### src/rtl/dnn_stream_host.sv
// Host-side stream mover: plays a batch from the sample RAM into the accelerator's
// src stream, then drains the accelerator's dst stream into the result RAM.
module dnn_stream_host #(
  parameter int unsigned AW = 12,
  parameter int unsigned DW = 32
) (
  input  logic          clk,
  input  logic          rst,
  input  logic          start,
  input  logic [AW-1:0] src_len,
  input  logic [AW-1:0] dst_len,
  output logic          busy,
  output logic          done,
  output logic          err,
  output logic          run,
  output logic [AW-1:0] mem_ra,
  output logic          mem_re,
  input  logic [DW-1:0] mem_rd,
  output logic          res_we,
  output logic [AW-1:0] res_wa,
  output logic [DW-1:0] res_wd,
  output logic          src_valid,
  output logic [DW-1:0] src_data,
  output logic          src_last,
  input  logic          src_ready,
  input  logic          dst_valid,
  input  logic [DW-1:0] dst_data,
  input  logic          dst_last,
  output logic          dst_ready
);

  localparam logic [AW-1:0] One = 1;

  typedef enum logic [1:0] {StIdle, StSend, StRecv, StFin} state_e;

  state_e        state_q;
  logic [AW-1:0] src_len_q, dst_len_q;
  logic [AW-1:0] rd_cnt_q;   // sample RAM reads issued
  logic [AW-1:0] tx_cnt_q;   // src handshakes completed
  logic [AW-1:0] rx_cnt_q;   // dst words written

  // Skid FIFO absorbing the 1-cycle RAM read latency
  logic [DW-1:0] fifo_q [2];
  logic          wr_ptr_q, rd_ptr_q;
  logic [1:0]    fifo_cnt_q;
  logic          pend_q;     // read issued last cycle, data on mem_rd now

  logic          src_hs, dst_hs, rx_final;
  logic [1:0]    occ;

  // Stream, RAM-port and handshake decode
  always_comb begin
    src_valid = (fifo_cnt_q != 2'd0);
    src_data  = src_valid ? fifo_q[rd_ptr_q] : '0;
    src_last  = src_valid && ((tx_cnt_q + One) == src_len_q);
    src_hs    = src_valid & src_ready;
    // Count the word leaving this cycle so the pipe sustains one word per cycle
    occ       = fifo_cnt_q + {1'b0, pend_q} - {1'b0, src_hs};
    mem_re    = (state_q == StSend) && (rd_cnt_q < src_len_q) && (occ < 2'd2);
    mem_ra    = mem_re ? rd_cnt_q : '0;
    dst_ready = (state_q == StRecv);
    dst_hs    = dst_valid & dst_ready;
    rx_final  = ((rx_cnt_q + One) == dst_len_q);
    res_we    = dst_hs;
    res_wa    = dst_hs ? rx_cnt_q : '0;
    res_wd    = dst_hs ? dst_data : '0;
  end

  // Skid FIFO: push returning read data, pop on src handshake
  always_ff @(posedge clk) begin
    if (rst) begin
      fifo_q[0]  <= '0;
      fifo_q[1]  <= '0;
      wr_ptr_q   <= 1'b0;
      rd_ptr_q   <= 1'b0;
      fifo_cnt_q <= 2'd0;
      pend_q     <= 1'b0;
    end else begin
      pend_q <= mem_re;
      if (pend_q) begin
        fifo_q[wr_ptr_q] <= mem_rd;
        wr_ptr_q         <= ~wr_ptr_q;
      end
      if (src_hs) rd_ptr_q <= ~rd_ptr_q;
      fifo_cnt_q <= fifo_cnt_q + {1'b0, pend_q} - {1'b0, src_hs};
    end
  end

  // Batch FSM with registered status outputs and counters
  always_ff @(posedge clk) begin
    if (rst) begin
      state_q   <= StIdle;
      src_len_q <= '0;
      dst_len_q <= '0;
      rd_cnt_q  <= '0;
      tx_cnt_q  <= '0;
      rx_cnt_q  <= '0;
      busy      <= 1'b0;
      done      <= 1'b0;
      err       <= 1'b0;
      run       <= 1'b0;
    end else begin
      done <= 1'b0;
      unique case (state_q)
        StIdle: begin
          if (start) begin
            src_len_q <= src_len;
            dst_len_q <= dst_len;
            rd_cnt_q  <= '0;
            tx_cnt_q  <= '0;
            rx_cnt_q  <= '0;
            busy      <= 1'b1;
            if (src_len == '0 || dst_len == '0) begin
              // Nothing to move: report and finish without enabling the accelerator
              err     <= 1'b1;
              done    <= 1'b1;
              state_q <= StFin;
            end else begin
              err     <= 1'b0;
              run     <= 1'b1;
              state_q <= StSend;
            end
          end
        end
        StSend: begin
          if (mem_re) rd_cnt_q <= rd_cnt_q + One;
          if (src_hs) begin
            tx_cnt_q <= tx_cnt_q + One;
            if (src_last) state_q <= StRecv;
          end
        end
        StRecv: begin
          if (dst_hs) begin
            rx_cnt_q <= rx_cnt_q + One;
            if (rx_final || dst_last) begin
              state_q <= StFin;
              done    <= 1'b1;
              if (dst_last != rx_final) err <= 1'b1;
            end
          end
        end
        StFin: begin
          run     <= 1'b0;
          busy    <= 1'b0;
          state_q <= StIdle;
        end
        default: state_q <= StIdle;
      endcase
    end
  end

endmodule

### config.mk
export PLATFORM = sky130hd
export DESIGN_NAME = dnn_stream_host
export DESIGN_NICKNAME = d
export VERILOG_FILES = /design/src/rtl/dnn_stream_host.sv
export SDC_FILE = /design/constraint.sdc
export NUM_CORES = 1
export LEC_CHECK = 0
export CORE_AREA = 2 2 126 128
export DETAILED_ROUTE_END_ITERATION = 16
export DIE_AREA = 0 0 128 130
export PLACE_DENSITY = 0.85
export SKIP_CTS_REPAIR_TIMING = 1
export SLEW_MARGIN = 30
export SYNTH_ARGS = -nofsm -noshare
export SYNTH_HDL_FRONTEND = slang
export SYNTH_SLANG_ARGS = --single-unit
### constraint.sdc
create_clock -name clk -period 4.8 [get_ports clk]
set_clock_uncertainty 0.2 [all_clocks]
set_input_delay 0.96 -clock clk [delete_from_list [all_inputs] [get_ports clk]]
set_output_delay 0.96 -clock clk [all_outputs]
set_load 0.01 [all_outputs]
==> summary.txt, run 1 <==
Worst setup path
  – Reg2reg start: rx_cnt_q[0]
  – Largest fanout on the critical path: 12
  – Reg2Reg Setup Slack: between 1000 and 1500 ps
  – Setup crit start kind: primary input
  – Worst R2R Path Depth: 13
  – Worst stage delay on the critical path: 450 ps
  – CP max-delay cell: clkdlybuf4s50_1
  – Crit Path Class: primary input to output port
  – WP depth: 14
  – WP data required: around 3600 ps
  – CP endpoint kind: output port
  – CP Buf/Inv Count: 6
  – Capturing point of the worst reg2reg path: state_q[1]
  – Most frequent CP cell: inv_1
  – CP delay by family, top: buffers and inverters
  – Arr. time, crit path: 3420 ps
  – CP Launch Point: src_ready
  – CP Cell Sequence: clkdlybuf4s50_1 -> o21ai_2 -> inv_1 -> ha_1 -> inv_1 -> ha_1 -> xnor2_2 -> xnor2_1 -> nor4b_4 -> o21ai_1 -> inv_1 -> buf_6 -> and2_1 -> dlymetal6s2s_1

Synthesis
  – Number of flops mapped to enable cells by yosys: 64
  – Mux contribution to synthesized area: around 5.6%
  – YS warnings: 0
  – Adder-Cell Fraction of Synth Area: roughly 3.6%
  – Synthesized area per cell: about 9.1 µm²
  – Primary FF master, synth: dfxtp_1
  – Simple-Gate Fraction of Synth Area: between 20% and 30%
  – Main combinational cell family by area after synthesis: simple AND/OR/NAND/NOR gates
  – Async SR Flop Fraction: 0%
  – Mapped Cells: around 830
  – Yosys reg bits: 136
  – Post-Syn Area: 7550 µm²
  – XOR/XNOR Fraction of Synth Area: 5.69%
  – Post-synthesis sequential area ratio: between 40 and 50%
  – Post-synthesis compound-gate area fraction: under 10%
  – Yosys cell types: 54
  – Net Count, Synth: 950

Clocking
  – Clock root cell: clkbuf_16
  – Htree depth: 4
  – CTS Buf Count: 17
  – Worst-path clk slew: about 60 ps
  – CTS tree: done
  – Worst-Skew Late Latency: 430 ps
  – Clock sinks: around 140
  – Max clock buf depth: 2

Floorplanning
  – Die H: around 130 µm
  – Starting Density: 48.9%
  – Rows: 46
  – I/O pin count: 191
  – Die width: around 130 µm
  – Die area: approximately 17,000 µm²
  – Core Area: 15,400 µm²

Power
  – Comb power frac: 33.0%
  – Cell Int Power: 0.00276 W
  – Total power: around 0.0042 W
  – Sw Pwr: about 0.0014 W
  – Reg power frac: between 30 and 40%
  – Pwr Density: a little over 400 nW/µm²
  – Clk pwr share: around a third
  – Sw Ratio: between 30% and 40%
  – VDD IR-drop max: approximately 0.28 mV
  – Leakage: approximately 4.2 nW

STA
  – Hold Vio Cnt, Final: 0
  – Fin crit share: between 90% and 100%
  – Pins over their slew limit: 0
  – Rel. slew slack: 42.4%
  – RSZ-0062 raised after global routing: false
  – Final setup margin: 220 ps
  – Worst-Margin Slew: around 860 ps
  – Hold_ws: between 200 and 300 ps
  – Setup TNS: 0 ps
  – Highest clock rate: 0.218 GHz
  – Tmin final: ~4600 ps
  – # setup viols final: 0

Job
  – Max-cap violations: 0

Worst hold path
  – Hold-critical path depth: 2
  – Worst hold start: dst_len_q[2]
  – Min-Delay Path Class: register to register
  – Hold endpoint: dst_len_q[2]

Global routing
  – GRT overflow: 0
  – Gr usage total: about 24%
  – Vias in the first global route: ~6,200
  – Initial antenna violation count: 1
  – Largest net degree at the start of global routing: 62
  – Global-route wire length before repair: between 30,000 and 40,000 µm

Routing
  – Vias per inst: approximately 5.5
  – Post-Route WL: 20,000 µm
  – First DRT Iteration DRCs: between 400 and 500
  – Post-route ant nets: 0
  – DR vias: 6,657
  – First-pass DRT Iterations: 5
  – Residual DRC count: 0
  – Metal3 WL: 1430 µm
  – Highest metal used: met4
  – Met2 WL: 10,100 µm
  – Met1 WL: just under 8000 µm
  – Avg WL per Cell: ~16 µm

Finish
  – Synth-to-Final Area Change: 36.6%
  – Layout cells sized above 1: 6.55%
  – Fill cells: between 1,000 and 1,500
  – # nets final: ~1,100
  – Final Core Density: roughly 67%

Place
  – GPL Wtd Cong: approximately 0.90
  – Detailed Place HPWL: between 10,000 and 15,000 µm
  – Port bufs: 190
  – Post-place setup slack: -135 ps

Status
  – Outcome: completed
## metrics by stage
stage	cell area, µm²	std cells
3_3_place_gp	9630	1181
3_5_place_dp	9660	1182
2_1_floorplan	7550	834
5_1_grt	10300	1216
6_report	10300	1216
4_1_cts	10200	1214
## worst min-delay path, delay by kind of cell, from the launching register on
family	cells	cell delay (ps)
DFF	1	310
AOI/OAI and AO/OA	1	50
and+or+nand+nor	1	50
## synthesized netlist by cell type, drive strengths merged (22+ instances only)
| cell type | number | area, µm² |
|---|---|---|
| a21oi | 54 | 270 |
| and2 | 83 | 519 |
| and3 | 53 | 337 |
| clkbuf | 42 | 158 |
| dfxtp | 72 | 1440 |
| edfxtp | 64 | 1920 |
| ha | 22 | 275 |
| inv | 26 | 97.6 |
| mux2i | 41 | 410 |
| nand2 | 80 | 300 |
| nand3 | 25 | 125 |
| nor2 | 83 | 312 |
| o21ai | 26 | 130 |
| xnor2 | 34 | 298 |
## layer usage
layer / up-vias / global-route usage [%]
met2: 257 / 42.7
met4: 0 / 9.95
li1: 3254 / -
met1: 3105 / 27.6
met5: - / 0
met3: 41 / 6.72
## state kept, by name, summed over array words and instances, names as in the netlist, 2 cells and up, named ones only
name	cells
fifo_q	64
fifo_cnt_q	2
tx_cnt_q	12
state_q	2
src_len_q	12
dst_len_q	12
rx_cnt_q	12
rd_cnt_q	12
## layout make-up
type | instances | area [µm²] | share of cell area [%]
timing repair buffer | 208 | 2090 | 20.2
tap | 192 | 240 | 2.33
sequential | 136 | 3370 | 32.6
inverter | 26 | 97.6 | 0.946
multi-input combinational | 621 | 3930 | 38.1
clock buffer | 17 | 425 | 4.13
antenna | 1 | 2.50 | 0.0243
clock inverter | 15 | 165 | 1.60
## layout by cell type, fill, tap and decap left out, types with 3 or more instances in the layout
cell type	synthesis	routed
a211oi_1	4	4
a21oi_1	54	54
a22oi_1	7	7
and2_1	82	82
and3_1	52	52
buf_4	0	16
clkbuf_16	0	17
clkdlybuf4s50_1	0	176
clkinv_4	0	3
dfxtp_1	72	71
dlymetal6s2s_1	0	13
edfxtp_1	64	64
ha_1	22	21
inv_1	26	26
inv_6	0	5
mux2i_1	41	41
nand2_1	80	79
nand2b_1	13	13
nand3_1	25	25
nand3b_1	3	3
nand4_1	9	9
nor2_1	83	82
nor2b_1	5	5
nor3_1	16	15
nor4_1	8	8
o2111ai_1	5	5
o21ai_0	24	22
or3_1	4	4
or4_1	3	3
xnor2_1	34	33
xor2_1	15	15
## worst max path at each step
stage | endpoint | slack (ps)
finish | mem_ra[6] | 220
global route | mem_ra[9] | 100
CTS | mem_ra[9] | -160
detailed placement | mem_ra[9] | -130
global placement | mem_ra[5] | -0.3
floorplan | mem_ra[10] | 600
## logic make-up (layout without fill, tap and decap cells)
kind of cell / Yosys count / after routing
buf+inv: 77 / 266
other cells: 0 / 1
simple gates: 394 / 394
mux: 42 / 42
fa+ha+maj: 22 / 22
compound gates: 114 / 114
xor+xnor: 49 / 49
flops: 136 / 136
## power groups by stage
stage	clock, W	combinational (W)	sequential [W]
after floorplan	0	0.000825	0.00144
after global placement	0	0.00132	0.00149
after detailed placement	0	0.00135	0.00150
after CTS	0.00132	0.00136	0.00147
after global routing	0.00138	0.00151	0.00149
final	0.00131	0.00137	0.00147
Note: power is estimated with default switching activity, not from simulation.
==> run 2, diff against run 1 <==
GPL_TIMING_DRIVEN = 1   (was default)
SLEW_MARGIN = 20   (was 30)
TNS_END_PERCENT = 50   (was default)
==> run 2 against run 1 <==
Compared with the run above:
- the flow now finishes with violations (setup timing)
- die area stayed put
- fmax is 5.6% lower
- core utilization is 0.15 points lower
- clock-buffer cell count stayed put
- sequential power hardly changed
- register-to-register slack hardly changed
- non-clock buffer count is 1 lower
- critical path type unchanged
- largest power group unchanged
==> summary.txt, run 2 (synthesis results as in run 1) <==
Status
  – Outcome: finished with violations (was completed)
  – Violated checks: setup timing

Clocking
  – Clock root cell: clkbuf_16 (unchanged)
  – Htree depth: 4 (unchanged)
  – CTS Buf Count: 17 (unchanged)
  – CTS tree: done (unchanged)
  – Clock sinks: 136 (unchanged)
  – Max clock buf depth: 2 (unchanged)
  – Worst-path clk slew: 60 ps (about the same)
  – Worst-Skew Late Latency: 420 ps (was 430 ps)

Finish
  – Commonest cells after routing, fill and taps aside: clkdlybuf4s50_1, nor2_1, and2_1 (unchanged)
  – # nets final: 1,125 (was 1,126)
  – Area occupied by registers: 3360 µm² (was 3370 µm²)
  – Final Cell Area: 10,300 µm² (about the same)
  – Largest register by flop count: fifo_q (unchanged)
  – Synth-to-Final Area Change: 36.3% (was 36.6%)
  – Final cell count without fillers: 1,214 (was 1,216)
  – Antenna Cells: 0 (was 1)
  – Fill cells: 1,226 (was 1,225)
  – Multi-input gate area: 3930 µm² (about the same)
  – Layout cells sized above 1: 6.56% (was 6.55%)
  – Most common cell after layout, fill and taps aside: clkdlybuf4s50_1 (unchanged)
  – Max reg flops: 64 (unchanged)

Global routing
  – Vias in the first global route: 6,241 (was 6,232)
  – GRT overflow: 0 (unchanged)
  – Largest net degree at the start of global routing: 62 (unchanged)
  – Initial antenna violation count: 0 (was 1)
  – Gr usage total: 23.9% (was 24.1%)
  – Global-route wire length before repair: 31,100 µm (about the same)

STA
  – Tmin final: 4850 ps (was 4580 ps)
  – Setup TNS: -50.5 ps (was 0 ps)
  – Highest clock rate: 0.206 GHz (was 0.218 GHz)
  – # setup viols final: 1 (was 0)
  – Rel. slew slack: 30.7% (was 42.4%)
  – Fin crit share: 101% (was 95.4%)
  – Worst-Margin Slew: 1040 ps (was 863 ps)
  – Hold_ws: 265 ps (was 267 ps)
  – Hold Vio Cnt, Final: 0 (unchanged)
  – Final setup margin: -50.5 ps (was 220 ps)
  – RSZ-0062 raised after global routing: true (was false)
  – Pins over their slew limit: 0 (unchanged)

Worst setup path
  – Setup crit start kind: primary input (unchanged)
  – Largest fanout on the critical path: 12 (unchanged)
  – Arr. time, crit path: 3690 ps (was 3420 ps)
  – CP Cell Sequence: clkdlybuf4s50_1 -> o21ai_2 -> inv_1 -> ha_1 -> inv_1 -> ha_1 -> xnor2_2 -> xnor2_2 -> nor4b_4 -> o21ai_1 -> inv_1 -> buf_6 -> and2_1 -> clkdlybuf4s50_1 (was clkdlybuf4s50_1 -> o21ai_2 -> inv_1 -> ha_1 -> inv_1 -> ha_1 -> xnor2_2 -> xnor2_1 -> nor4b_4 -> o21ai_1 -> inv_1 -> buf_6 -> and2_1 -> dlymetal6s2s_1)
  – Worst stage delay on the critical path: 530 ps (was 450 ps)
  – CP delay by family, top: buffers and inverters (unchanged)
  – CP endpoint kind: output port (unchanged)
  – Most frequent CP cell: inv_1 (unchanged)
  – Crit Path Class: primary input to output port (unchanged)
  – WP data required: 3640 ps (about the same)
  – CP Buf/Inv Count: 6 (unchanged)
  – CP max-delay cell: clkdlybuf4s50_1 (unchanged)

Routing
  – First DRT Iteration DRCs: 385 (was 457)
  – Residual DRC count: 0 (unchanged)
  – Post-Route WL: 19,900 µm (was 20,000 µm)
  – Avg WL per Cell: 16.4 µm (was 16.5 µm)
  – DR vias: 6,626 (was 6,657)
  – Vias per inst: 5.46 (was 5.47)
  – Post-route ant nets: 0 (unchanged)
  – First-pass DRT Iterations: 5 (unchanged)

Power
  – Total power: 0.00412 W (was 0.00416 W)
  – VDD IR-drop max: 0.244 mV (was 0.279 mV)
  – Pwr Density: 401 nW/µm² (was 403 nW/µm²)
  – Leakage: 4.21 nW (was 4.24 nW)

Place
  – GPL Wtd Cong: 0.903 (unchanged)
  – Placed instance area: 9630 µm² (was 9660 µm²)
  – Port bufs: 190 (unchanged)
  – Dpl cells: 1,181 (was 1,182)
  – Detailed Place HPWL: 14,200 µm (about the same)

Floorplanning
  – Die area: 16,600 µm² (unchanged)
  – Rows: 46 (unchanged)
  – Die H: 130 µm (unchanged)
  – Starting Density: 48.9% (unchanged)
  – Core Area: 15,400 µm² (unchanged)
  – Die width: 128 µm (unchanged)
  – I/O pin count: 191 (unchanged)

Job
  – Max-cap violations: 0 (unchanged)

Worst hold path
  – Min-Delay Path Class: register to register (unchanged)
run 2: cell types whose count changed in the layout (fill, tap and decap cells not counted), sizes merged:
cell           change
clkinv             +1
diode              -1
inv                -2
buf                -1
dlymetal6s2s       -1
clkdlybuf4s50      +1
clkinvlp           +1
run 2: final cells by class:
type | count | area share, %
Clock inverter | 15 | 1.47
Clock buffer | 17 | 4.13
Sequential cell | 136 | 32.7
Timing Repair Buffer | 207 | 20.2
Multi-Input combinational cell | 621 | 38.2
Tap cell | 192 | 2.33
Inverter | 26 | 0.949
run 2: metrics by stage:
stage / setup WS, ps / utilization, %
after global routing: -204 / 66.7
after global placement: -0.341 / 62.4
after detailed placement: -95.2 / 62.4
after floorplan: 603 / -
after CTS: -102 / 66.2
final: -50.5 / 66.7
run 2: worst paths after layout:
path                              startpoint  slack (ps)            to  cells past startpoint
worst max-delay path               src_ready         -50    mem_ra[11]                     14
worst min-delay path            dst_len_q[5]         270  dst_len_q[5]                      2
worst max register to register   rx_cnt_q[0]        1010    state_q[1]                     13
worst min register to register  dst_len_q[5]         270  dst_len_q[5]                      2
run 2: routing by layer:
metal / vias up / share of wire (%) / global-route usage, %
li1: 3251 / - / -
met1: 3099 / 40 / 27.7
met2: 240 / 50 / 42.1
met3: 36 / 6.5 / 6.03
met4: 0 / 3.0 / 10.1
met5: - / 0 / 0
run 2: worst min-delay path, stage by stage (launching register included):
cell and delay [ps]:
dfxtp_1 310, nand2_1 50, a21oi_1 50
run 2: where the power goes:
| part | total, W | internal, W | switching (W) |
|---|---|---|---|
| Combinational | 0.00137 | 0.000636 | 0.000734 |
| Sequential | 0.00148 | 0.00135 | 0.000123 |
| Clock | 0.00128 | 0.000765 | 0.000511 |
==> run 3, diff against run 2 <==
SLEW_MARGIN = 25   (was 20)
==> run 3 against run 2 <==
Compared with the run above:
- the flow still finishes with violations (setup timing)
- critical path depth unchanged
- sequential cell count unchanged
- first-iteration DRC count up 16%
- routed wire length up 0.11%
- global-route usage unchanged
- worst hold slack better by 2.1 ps
- clock-buffer cell count unchanged
- die area unchanged
- register-to-register slack about the same
- sequential share of layout area unchanged
- setup slack better by 7.6 ps
- sequential power about the same
- largest cell class unchanged
- highest routed layer unchanged
==> summary.txt, run 3 (synthesis results as in run 1) <==
Status
  – Outcome: finished with violations (unchanged)
  – Violated checks: setup timing (unchanged)

Finish
  – # nets final: 1,125 (unchanged)
  – Antenna Cells: 0 (unchanged)
  – Commonest cells after routing, fill and taps aside: clkdlybuf4s50_1, nor2_1, and2_1 (unchanged)
  – Layout cells sized above 1: 6.56% (unchanged)
  – Largest register by flop count: fifo_q (unchanged)
  – Most common cell after layout, fill and taps aside: clkdlybuf4s50_1 (unchanged)
  – Synth-to-Final Area Change: 36.3% (unchanged)
  – Max reg flops: 64 (unchanged)
  – Final Cell Area: 10,300 µm² (unchanged)

Routing
  – DR vias: 6,594 (was 6,626)
  – Residual DRC count: 0 (unchanged)
  – Post-route ant nets: 0 (unchanged)
  – First-pass DRT Iterations: 4 (was 5)
  – First DRT Iteration DRCs: 446 (was 385)
  – Vias per inst: 5.43 (was 5.46)
  – Post-Route WL: 19,900 µm (about the same)
  – Avg WL per Cell: 16.4 µm (about the same)

Worst setup path
  – Capturing point of the worst reg2reg path: state_q[1] (unchanged)
  – Reg2Reg Setup Slack: 1010 ps (about the same)
  – CP endpoint: mem_ra[11] (unchanged)
  – CP endpoint kind: output port (unchanged)
  – Largest fanout on the critical path: 12 (unchanged)
  – WP data required: 3640 ps (about the same)
  – Setup crit start kind: primary input (unchanged)
  – CP Launch Point: src_ready (unchanged)
  – Crit Path Class: primary input to output port (unchanged)
  – Arr. time, crit path: 3680 ps (was 3690 ps)
  – Reg2reg start: rx_cnt_q[0] (unchanged)
  – Worst R2R Path Depth: 13 (unchanged)

STA
  – Tmin final: 4840 ps (was 4850 ps)
  – Final setup margin: -42.9 ps (was -50.5 ps)
  – Pins over their slew limit: 0 (unchanged)
  – Fin crit share: 101% (about the same)
  – Setup TNS: -42.9 ps (was -50.5 ps)
  – Rel. slew slack: 31.2% (was 30.7%)
  – Hold Vio Cnt, Final: 0 (unchanged)
  – Worst-Margin Slew: 1030 ps (was 1040 ps)
  – Highest clock rate: 0.206 GHz (about the same)
  – Hold_ws: 268 ps (was 265 ps)
  – # setup viols final: 1 (unchanged)
  – RSZ-0062 raised after global routing: true (unchanged)

Clocking
  – CTS Buf Count: 17 (unchanged)
  – Worst-path clk slew: 60 ps (about the same)
  – Worst-Skew Late Latency: 420 ps (about the same)
  – Clock sinks: 136 (unchanged)
  – CTS tree: done (unchanged)
  – Htree depth: 4 (unchanged)
  – Max clock buf depth: 2 (unchanged)
  – Clock root cell: clkbuf_16 (unchanged)

Global routing
  – Gr usage total: 23.9% (unchanged)
  – Global-route wire length before repair: 31,100 µm (unchanged)
  – Initial antenna violation count: 0 (unchanged)
  – Largest net degree at the start of global routing: 62 (unchanged)
  – GRT overflow: 0 (unchanged)
  – Vias in the first global route: 6,241 (unchanged)

Floorplanning
  – I/O pin count: 191 (unchanged)
  – Die H: 130 µm (unchanged)
  – Rows: 46 (unchanged)
  – Die width: 128 µm (unchanged)
  – Starting Density: 48.9% (unchanged)
  – Core Area: 15,400 µm² (unchanged)
  – Die area: 16,600 µm² (unchanged)

Power
  – Leakage: 4.21 nW (unchanged)
  – Total power: 0.00412 W (about the same)
  – VDD IR-drop max: 0.244 mV (about the same)
  – Pwr Density: 400 nW/µm² (was 401 nW/µm²)

Place
  – GPL Wtd Cong: 0.903 (unchanged)
  – Port bufs: 190 (unchanged)
  – Post-place setup slack: -95.2 ps (unchanged)
  – Detailed Place HPWL: 14,200 µm (unchanged)
  – Placed instance area: 9630 µm² (unchanged)

Worst hold path
  – Min-Delay Path Class: register to register (unchanged)

Job
  – Max-cap violations: 0 (unchanged)
==> run 3: cell counts in the layout (fill, tap and decap cells not counted) <==
Identical to the previous run, type by type.
==> run 3: worst max-delay path, cell delays in order <==
cell and delay (ps):
clkdlybuf4s50_1 450, o21ai_2 80, inv_1 70, ha_1 270, inv_1 40, ha_1 200, xnor2_2 150, xnor2_2 160
nor4b_4 280, o21ai_1 120, inv_1 110, buf_6 140, and2_1 130, clkdlybuf4s50_1 530
==> run 3: per-layer routing <==
metal	share of wire [%]	track usage (%)	vias to the layer above	routed length (µm)
li1	-	-	3250	-
met1	41	27.7	3079	8120
met2	49	42.1	228	9840
met3	6.7	6.03	37	1340
met4	3.1	10.1	0	620
met5	0	0	-	0
==> run 3: area by class of cell <==
class / count / area [µm²]
clock buffers: 17 / 425
clock inverters: 15 / 151
fillers: 1223 / 5140
inverters: 26 / 97.6
multi-input cells: 621 / 3930
flip-flops and latches: 136 / 3360
well taps: 192 / 240
repair buffers: 207 / 2080
==> run 3: worst min path at each step <==
stage	startpoint	endpoint	cells past startpoint
floorplan	dst_len_q[11]	dst_len_q[11]	2
global placement	dst_len_q[5]	dst_len_q[5]	2
detailed placement	dst_len_q[9]	dst_len_q[9]	2
CTS	dst_len_q[9]	dst_len_q[9]	2
global route	dst_len_q[6]	dst_len_q[6]	2
finish	dst_len_q[5]	dst_len_q[5]	2
==> run 3: where the power goes <==
part	switching, W	internal [W]	total [W]
Combinational	0.000733	0.000636	0.00137
Clock	0.000509	0.000765	0.00127
Sequential	0.000122	0.00135	0.00148
==> run 3: per-stage QoR <==
step	instances	utilization, %
final	1214	66.7
after global routing	1214	66.7
after CTS	1213	66.2
after detailed placement	1181	62.4
after global placement	1181	62.4
after floorplan	834	-
